<file path="src/rtl/core_mem_lsu.sv">
// MEM stage: passes non-memory ops through a valid/ready slice and runs loads/stores
// on a req/gnt/rvalid data bus, with lane steering, load extension and fault reporting.
//
// state | meaning
// IDLE  | empty, ready to accept
// REQ   | bus request raised, waiting for grant
// RESP  | granted, waiting for rvalid (read data or write acknowledge)
// OUT   | result presented to WB, waiting for out_ready_i
module core_mem_lsu #(
   parameter int XLEN        = 32,
   parameter int RFIDX_WIDTH = 5,
   parameter int PC_SIZE     = 32,
   parameter int INSTR_SIZE  = 32
) (
   input  logic                   clk,
   input  logic                   rst_n,
   input  logic                   in_valid_i,
   output logic                   in_ready_o,
   input  logic [PC_SIZE-1:0]     pc_i,
   input  logic [INSTR_SIZE-1:0]  instr_i,
   input  logic [RFIDX_WIDTH-1:0] rsd_idx_i,
   input  logic                   rsd_we_i,
   input  logic [XLEN-1:0]        rsd_data_i,
   input  logic [XLEN-1:0]        rs2_data_i,
   input  logic                   is_load_i,
   input  logic                   is_store_i,
   input  logic [2:0]             funct3_i,
   output logic                   out_valid_o,
   input  logic                   out_ready_i,
   output logic [PC_SIZE-1:0]     pc_o,
   output logic [INSTR_SIZE-1:0]  instr_o,
   output logic [RFIDX_WIDTH-1:0] rsd_idx_o,
   output logic                   rsd_we_o,
   output logic [XLEN-1:0]        rsd_data_o,
   output logic [1:0]             exc_o,
   output logic                   dbus_req_o,
   input  logic                   dbus_gnt_i,
   output logic                   dbus_we_o,
   output logic [XLEN-1:0]        dbus_addr_o,
   output logic [XLEN/8-1:0]      dbus_be_o,
   output logic [XLEN-1:0]        dbus_wdata_o,
   input  logic                   dbus_rvalid_i,
   input  logic [XLEN-1:0]        dbus_rdata_i,
   input  logic                   dbus_err_i
);
   localparam int NB   = XLEN / 8;
   localparam int OFFW = $clog2(NB);

   typedef enum logic [1:0] {IDLE, REQ, RESP, OUT} state_t;

   state_t                 r_state;
   logic [PC_SIZE-1:0]     r_pc;
   logic [INSTR_SIZE-1:0]  r_instr;
   logic [RFIDX_WIDTH-1:0] r_idx;
   logic                   r_we;
   logic [XLEN-1:0]        r_addr;
   logic [XLEN-1:0]        r_rs2;
   logic [XLEN-1:0]        r_result;
   logic                   r_is_load;
   logic                   r_is_store;
   logic [2:0]             r_funct3;
   logic [1:0]             r_exc;

   logic            w_accept;
   logic            w_in_mem;
   logic [2:0]      w_amask;
   logic            w_misaligned;
   logic [OFFW-1:0] w_off;
   logic [7:0]      w_be8;
   logic [XLEN-1:0] w_sh;
   logic [XLEN-1:0] w_ld;
   logic            w_in_req;

   assign in_ready_o = (r_state == IDLE) || ((r_state == OUT) && out_ready_i);
   assign w_accept   = in_valid_i && in_ready_o;
   assign w_in_mem   = is_load_i || is_store_i;
   assign w_off      = r_addr[OFFW-1:0];
   assign w_in_req   = (r_state == REQ);

   always_comb begin
      w_amask = 3'b000;
      case (funct3_i[1:0])
         2'd0:    w_amask = 3'b000;
         2'd1:    w_amask = 3'b001;
         2'd2:    w_amask = 3'b011;
         default: w_amask = 3'b111;
      endcase
   end
   assign w_misaligned = |(rsd_data_i[2:0] & w_amask);

   always_comb begin
      w_be8 = 8'h00;
      case (r_funct3[1:0])
         2'd0:    w_be8 = 8'h01;
         2'd1:    w_be8 = 8'h03;
         2'd2:    w_be8 = 8'h0F;
         default: w_be8 = 8'hFF;
      endcase
   end

   // Bus outputs are only driven while requesting so they read 0 out of reset.
   assign dbus_req_o   = w_in_req;
   assign dbus_we_o    = w_in_req && r_is_store;
   assign dbus_addr_o  = w_in_req ? {r_addr[XLEN-1:OFFW], {OFFW{1'b0}}} : '0;
   assign dbus_be_o    = w_in_req ? (w_be8[NB-1:0] << w_off) : '0;
   assign dbus_wdata_o = w_in_req ? (r_rs2 << {w_off, 3'b000}) : '0;

   always_comb begin
      w_sh = dbus_rdata_i >> {w_off, 3'b000};
      w_ld = w_sh;
      case (r_funct3[1:0])
         2'd0: w_ld = r_funct3[2] ? XLEN'(w_sh[7:0])  : XLEN'($signed(w_sh[7:0]));
         2'd1: w_ld = r_funct3[2] ? XLEN'(w_sh[15:0]) : XLEN'($signed(w_sh[15:0]));
         2'd2: w_ld = r_funct3[2] ? XLEN'(w_sh[31:0]) : XLEN'($signed(w_sh[31:0]));
         default: w_ld = w_sh;
      endcase
   end

   always_ff @(posedge clk or negedge rst_n) begin
      if (!rst_n) begin
         r_state    <= IDLE;
         r_pc       <= '0;
         r_instr    <= '0;
         r_idx      <= '0;
         r_we       <= 1'b0;
         r_addr     <= '0;
         r_rs2      <= '0;
         r_result   <= '0;
         r_is_load  <= 1'b0;
         r_is_store <= 1'b0;
         r_funct3   <= 3'b000;
         r_exc      <= 2'd0;
      end else if (w_accept) begin
         r_pc       <= pc_i;
         r_instr    <= instr_i;
         r_idx      <= rsd_idx_i;
         r_we       <= rsd_we_i;
         r_addr     <= rsd_data_i;
         r_rs2      <= rs2_data_i;
         r_result   <= rsd_data_i;
         r_is_load  <= is_load_i;
         r_is_store <= is_store_i;
         r_funct3   <= funct3_i;
         if (!w_in_mem) begin
            r_state <= OUT;
            r_exc   <= 2'd0;
         end else if ((XLEN == 32) && (funct3_i[1:0] == 2'd3)) begin
            r_state <= OUT;
            r_exc   <= 2'd3;
         end else if (w_misaligned) begin
            r_state <= OUT;
            r_exc   <= 2'd1;
         end else begin
            r_state <= REQ;
            r_exc   <= 2'd0;
         end
      end else begin
         case (r_state)
            REQ:  if (dbus_gnt_i) r_state <= RESP;
            RESP: if (dbus_rvalid_i) begin
               if (r_is_load) r_result <= w_ld;
               if (dbus_err_i) r_exc <= 2'd2;
               r_state <= OUT;
            end
            OUT:  if (out_ready_i) r_state <= IDLE;
            default: r_state <= IDLE;
         endcase
      end
   end

   assign out_valid_o = (r_state == OUT);
   assign pc_o        = r_pc;
   assign instr_o     = r_instr;
   assign rsd_idx_o   = r_idx;
   assign rsd_data_o  = r_result;
   assign exc_o       = r_exc;
   assign rsd_we_o    = r_we && (r_exc == 2'd0) && !r_is_store;
endmodule

</file>
<file path="config.mk">
export PLATFORM = sky130hd
export DESIGN_NAME = core_mem_lsu
export DESIGN_NICKNAME = d
export VERILOG_FILES = /design/src/rtl/core_mem_lsu.sv
export SDC_FILE = /design/constraint.sdc
export NUM_CORES = 1
export LEC_CHECK = 0
export ABC_CLOCK_PERIOD_IN_PS = 1800
export BUFFER_PORTS_ARGS = -buffer_cell sky130_fd_sc_hd__buf_2
export CAP_MARGIN = 15
export CORE_ASPECT_RATIO = 1.5
export CORE_MARGIN = 3
export CORE_UTILIZATION = 40
export CTS_CLUSTER_SIZE = 28
export DETAILED_ROUTE_END_ITERATION = 16
export GPL_ROUTABILITY_DRIVEN = 0
export GPL_TIMING_DRIVEN = 0
export PLACE_DENSITY = 0.8
export SLEW_MARGIN = 20
export SYNTH_ARGS = -nofsm -noshare
export SYNTH_HDL_FRONTEND = slang
export SYNTH_SLANG_ARGS = --single-unit
</file>
<file path="constraint.sdc">
create_clock -name clk -period 1.8 [get_ports clk]
set_input_delay 0.45 -clock clk [delete_from_list [all_inputs] [get_ports clk]]
set_output_delay 0.45 -clock clk [all_outputs]
set_load 0.005 [all_outputs]
</file>
# [Word-level counts from Yosys, hierarchy flattened]
# Cells that the tools add are included.
[word_totals] word_cells=74 inputBits=178 ff_bits=175
[classes] shift=3 muxes=27 n_bitwise=1 n_eq_ne=11 reduce_logical=20
[op_table] operator="$mux W32" n=8
[op_table] operator="$pmux W32 S2" n=1
[op_table] operator="$shl A32 B5 Y32" n=1
[op_table] operator="$shr A32 B5 Y32" n=1
[op_table] operator="$mux W2" n=13
[op_table] operator="$pmux W4 S3" n=1
[op_table] operator="$eq A2 B2 Y1 const B" n=5
[op_table] operator="$pmux W3 S3" n=1
[op_table] operator="$reduce_and A3 Y1" n=3
[op_table] operator="$logic_not A2 Y1" n=4
[op_table] operator="$reduce_bool A2 Y1" n=4
[op_table] operator="$eq A2 B1 Y1 const B" n=3
[op_table] operator="$ne A3 B3 Y1 const B" n=2
[op_table] operator="$pmux W2 S3" n=1
[op_table] operator="$logic_and A1 B1 Y1" n=5
[op_table] operator="$mux W4" n=1
[op_table] operator="$shl A4 B2 Y4" n=1
[op_table] operator="$and A3 B3 Y3" n=1
[op_table] operator="$ne A3 B1 Y1 const B" n=1
[op_table] operator="$reduce_or A3 Y1" n=1
[op_table] operator="$logic_or A1 B1 Y1" n=2
[op_table] operator="$logic_not A1 Y1" n=1
[op_table] operator="$mux W1" n=1

# [Logic depth before layout (Yosys ltp)]
[depth] depth_word=8 ltp_mapped=9

# [Worst setup path before layout]
# OpenSTA, ideal clock, no wires.
[synth_timing] kind="register to output" start="register r_state[1]" end="output dbus_wdata_o[0]" stages_incl_launch_ff=7 path_buffers=1 slack_ns=-0.083 t_arrival_ns=1.433 path_cell_list="dfrtp_1 > inv_1 > ha_1 > nand2b_1 > clkbuf_1 > nor2_1 > and2_1"
[synth_between] elab_chain_cells=2
[synth_rtl] element="start, declared" line_no="51" rtl="state_t r_state;"
[synth_rtl] element="start signal, assigned" line_no="121" rtl="r_state <= IDLE;"
[synth_rtl] element="start signal, assigned" line_no="145" rtl="r_state <= OUT;"
[synth_rtl] element="start signal, assigned" line_no="148" rtl="r_state <= OUT;"
[synth_rtl] element="$eq A2 B1 Y1" line_no="78" rtl="assign w_in_req = (r_state == REQ);"
[synth_rtl] element="net dbus_req_o" line_no="36" rtl="output logic dbus_req_o,"
[synth_rtl] element="$mux W32" line_no="106" rtl="assign dbus_wdata_o = w_in_req ? (r_rs2 << {w_off, 3'b000}) : '0;"
[synth_rtl] element="end, declared" line_no="41" rtl="output logic [XLEN-1:0] dbus_wdata_o,"
# The timed path passes the listed nets, and every way through them passes these cells.

# [Final worst setup path]
[layout_timing] start="register r_addr[1]" end="output dbus_wdata_o[22]"
[layout_between] elab_chain_cells=2
[layout_rtl] element="start, declared" line_no="56" rtl="logic [XLEN-1:0] r_addr;"
[layout_rtl] element="start signal, assigned" line_no="138" rtl="r_addr <= rsd_data_i;"
[layout_rtl] element="$shl A32 B5 Y32" line_no="106"
[layout_rtl] element="$mux W32" line_no="106"
# No other way between the ends.

==> flow_summary_export.csv <==
group,metric,value,unit
detailed_routing,first_pass_iters,6,
timing,skew,0.01189,ns
timing,rsz0062_at_grt,"true",
die,ios,354,
global_route,grt-ovfl-total,0,
clocking,cts_buffers,17,
logic_synthesis,synthTopCellsByArea,"dfrtp_1 53%, nand2_1 20%, mux2i_1 6.3%",
power,ir_drop,0.9979,mV
global_route,grt_util_met3,6.264,%
min_path,hold_path_class,"in2async",
die,die_height,182.6,microns
setup_path,path_delay_family,"buffers and inverters",
logic_synthesis,ys_types,38,
setup_path,required,1.35,ns
timing,setup_slack,-0.5035,ns
logic_synthesis,yosys.area.top_type,"dfrtp_1",
power,power.share.switching,39.37,%
global_route,grt_use_met2,46.98,%
status,violations,"negative setup slack",
setup_path,startpoint_type,"flip-flop",
timing,fin_crit_sh,128.0,%
power,p_int,0.01606,W
logic_synthesis,yosysSeqAreaShare,52.64,%
timing,worst_slew_pin_slew,0.7182,ns
timing,slew_violations,0,
placement,dp_hpwl,22.61,mm
clocking,path_clk_slew,0.07,ns
clocking,clock-root-buffer,"clkbuf_16",
setup_path,regToRegStartpoint,"r_state[0]",
logic_synthesis,syn_inst,951,
clocking,holdBufCountCts,0,
layout,nFillCells,1433,
clocking,cts.sinks,175,
job,cap_violations,0,
logic_synthesis,yosysTopAreaCellShare,52.64,%
logic_synthesis,synth_warnings,0,
logic_synthesis,synth_edf_count,0,
detailed_routing,drt_wl_total,35.86,mm
die,core,20420,sq um
detailed_routing,antenna_left,0,
timing,slew_headroom,52.12,%
global_route,grt_max_degree,94,
global_route,antenna_found_initial,9,
logic_synthesis,ys_ff_latch,175,
die,start_util,40.74,%
power,p_seq_share,27.4,%
detailed_routing,vias,9000,
die,dieWidth,123.8,microns
clocking,cts_buffer_depth,2,
timing,hold_viol,0,
setup_path,path_buf_inv,3,
layout,instances_no_fill,1676,
logic_synthesis,synth_most_common_cell,"nand2_1",
timing,max_freq,434.1,MHz
setup_path,worstPathCellList,"buf_12, buf_12, mux2i_2, nor2_1, a21oi_1, nor2_1, buf_2",
logic_synthesis,synth-async-reset-ratio,100.0,%
setup_path,worst-path-stages,7,
die,rows,64,
global_route,grt_pass1_vias,8514,
power,p_leak,7.665,nW
global_route,grt_usage,27.32,%
setup_path,crit_start,"r_addr[1]",
timing,min_period,2.304,ns
status,status,"complete, but fails checks",
setup_path,end_kind,"primary output",
layout,area_delta_synth_final,73.32,%
layout,layout-drive-gt1-share,58.75,%
placement,dp.cells,1568,
detailed_routing,wl_per_cell,21.39,microns
detailed_routing,vias_per_cell,5.370,
layout,nNetsFinal,1576,
power,clockPowerShare,16.5,%
setup_path,setup.worst_path.class,"reg2out",
power,power.switching,0.01043,W
logic_synthesis,netlist_area,8319,sq um
power,p_comb_share,56.2,%
logic_synthesis,ys.flop_type,"dfrtp_1",
logic_synthesis,synth_commonest_cells,"442 x nand2_1, 175 x dfrtp_1, 52 x mux2i_1, 39 x and2_1, 38 x o21ai_0",
clocking,htree_levels,4,
die,dieArea,22600,sq um
clocking,clk_latency,0.44,ns
setup_path,arrival,1.85,ns
setup_path,crit_path_top_delay_cell,"dfrtp_2",
setup_path,r2r_cells,11,
detailed_routing,first_iter_violations,617,
placement,portBuffers,351,
detailed_routing,drc,0,
setup_path,r2r-end,"rsd_data_o[22]",
timing,timing.hold.ws,0.03435,ns
setup_path,reg2reg_slack,-0.28,ns
clocking,tritoncts,"built",
setup_path,critPathCapture,"dbus_wdata_o[22]",
timing,setup_viol,244,
power,power_density,1837,nW/um^2
logic_synthesis,synth_area_per_cell,8.748,sq um
setup_path,critPathMaxFanout,6,
setup_path,slowest_delay,0.44,ns
global_route,grt_pass1_wl,46.55,mm
global_route,use_met1,31.42,%
global_route,busiest_layer,"met2",
## per-layer routing
| metal | part of all wire [%] | up-vias | wire length [microns] |
|---|---|---|---|
| met1 | 36 | 4400 | 12820 |
| met3 | 6.8 | 132 | 2438 |
| met2 | 52 | 487 | 18590 |
| met5 | 0.092 | - | 33 |
| met4 | 5.5 | 6 | 1976 |
| li1 | - | 3975 | - |
## cell type report
class                           count  area [sq um]  area share (%)
Multi-Input combinational cell    707          4980           34.54
Sequential cell                   175          4382           30.39
Timing Repair Buffer              427          3138           21.76
Buffer                             58         844.6           5.857
Clock buffer                       21         450.4           3.124
Tap cell                          264         330.3           2.291
Clock inverter                     10         231.5           1.605
Inverter                            8         47.55          0.3297
Antenna cell                        6         15.01          0.1041
## power groups by stage
stage	clock network [W]	logic, W	registers [W]
finish	0.00436	0.0149	0.00725
global route	0.00453	0.0159	0.00741
CTS	0.00439	0.0114	0.00705
detailed placement	0	0.00875	0.00700
global placement	0	0.00850	0.00695
floorplan	0	0.00504	0.00687
## metrics by stage
step                util [%]  area (sq um)  TNS [ns]  total power, W  setup WS [ns]
detailed placement     51.18         10450    -83.49         0.01576        -0.7281
CTS                    60.62         12380    -25.43         0.02285        -0.5115
finish                 70.61         14420    -53.01         0.02649        -0.5035
global placement       51.00         10410   -506.22         0.01546         -2.493
global route           70.60         14420    -63.94         0.02780        -0.5229
floorplan                  -          8327   -0.1105         0.01191       -0.01381
## worst min path at each step
stage / startpoint / end / slack [ns] / cells after the start
2_1_floorplan: rst_n / exc_o[0] / 0.15 / 0
5_1_grt: rst_n / instr_o[8] / 0.08 / 1
3_5_place_dp: r_addr[6] / r_addr[6] / 0.45 / 2
6_report: rst_n / instr_o[8] / 0.03 / 1
4_1_cts: rst_n / instr_o[8] / 0.05 / 1
3_3_place_gp: r_is_load / r_is_load / 0.45 / 2
## logic make-up after synthesis
family          count (synthesis)  synth area share [%]
buf+inv                        71                 4.422
mux                            60                 7.340
simple gates                  531                 25.85
other cells                     1               0.04508
flops                         175                 52.64
compound gates                109                 9.099
fa+ha+maj                       4                0.6016
## cell usage in the layout, fill, tap and decap left out, types with 3 or more instances in the layout
cell type  instances
nor2b_2            6
diode_2            6
buf_6             62
inv_1              4
clkbuf_16         39
a21oi_1            7
clkbuf_1           3
o21ai_0           27
o2bb2ai_1          8
nand2_2          107
clkbuf_8           4
buf_12            24
buf_4             30
mux2i_1           40
and2_4            29
o21ai_2            3
bufinv_16          7
ha_4               4
mux2_2             8
and2_1            10
buf_2            319
dfrtp_1          173
a211oi_2          17
mux2i_2            5
o21ai_1            6
buf_8             17
nor2_2             4
nand2_1          269
a22oi_2           24
mux2i_4            7
buf_16             4
nor2_4             8
nor2_1            20
nand2_4           66
## registers in the layout (all words and copies together) (netlist names), 2 cells and up
signal	cells
exc_o	2
r_state	2
r_funct3	3
rsd_idx_o	5
instr_o	32
r_rs2	32
pc_o	32
rsd_data_o	32
r_addr	32
## repair_timing
| item | CTS | global route |
|---|---|---|
| gates resized for setup | 221 | 431 |
| pin swaps | 28 | 153 |
| setup buffers | 33 | 22 |
| endpoints found under the setup margin | 244 | 206 |
| cloned | 6 | 20 |
(Power assumes the default switching activity.)
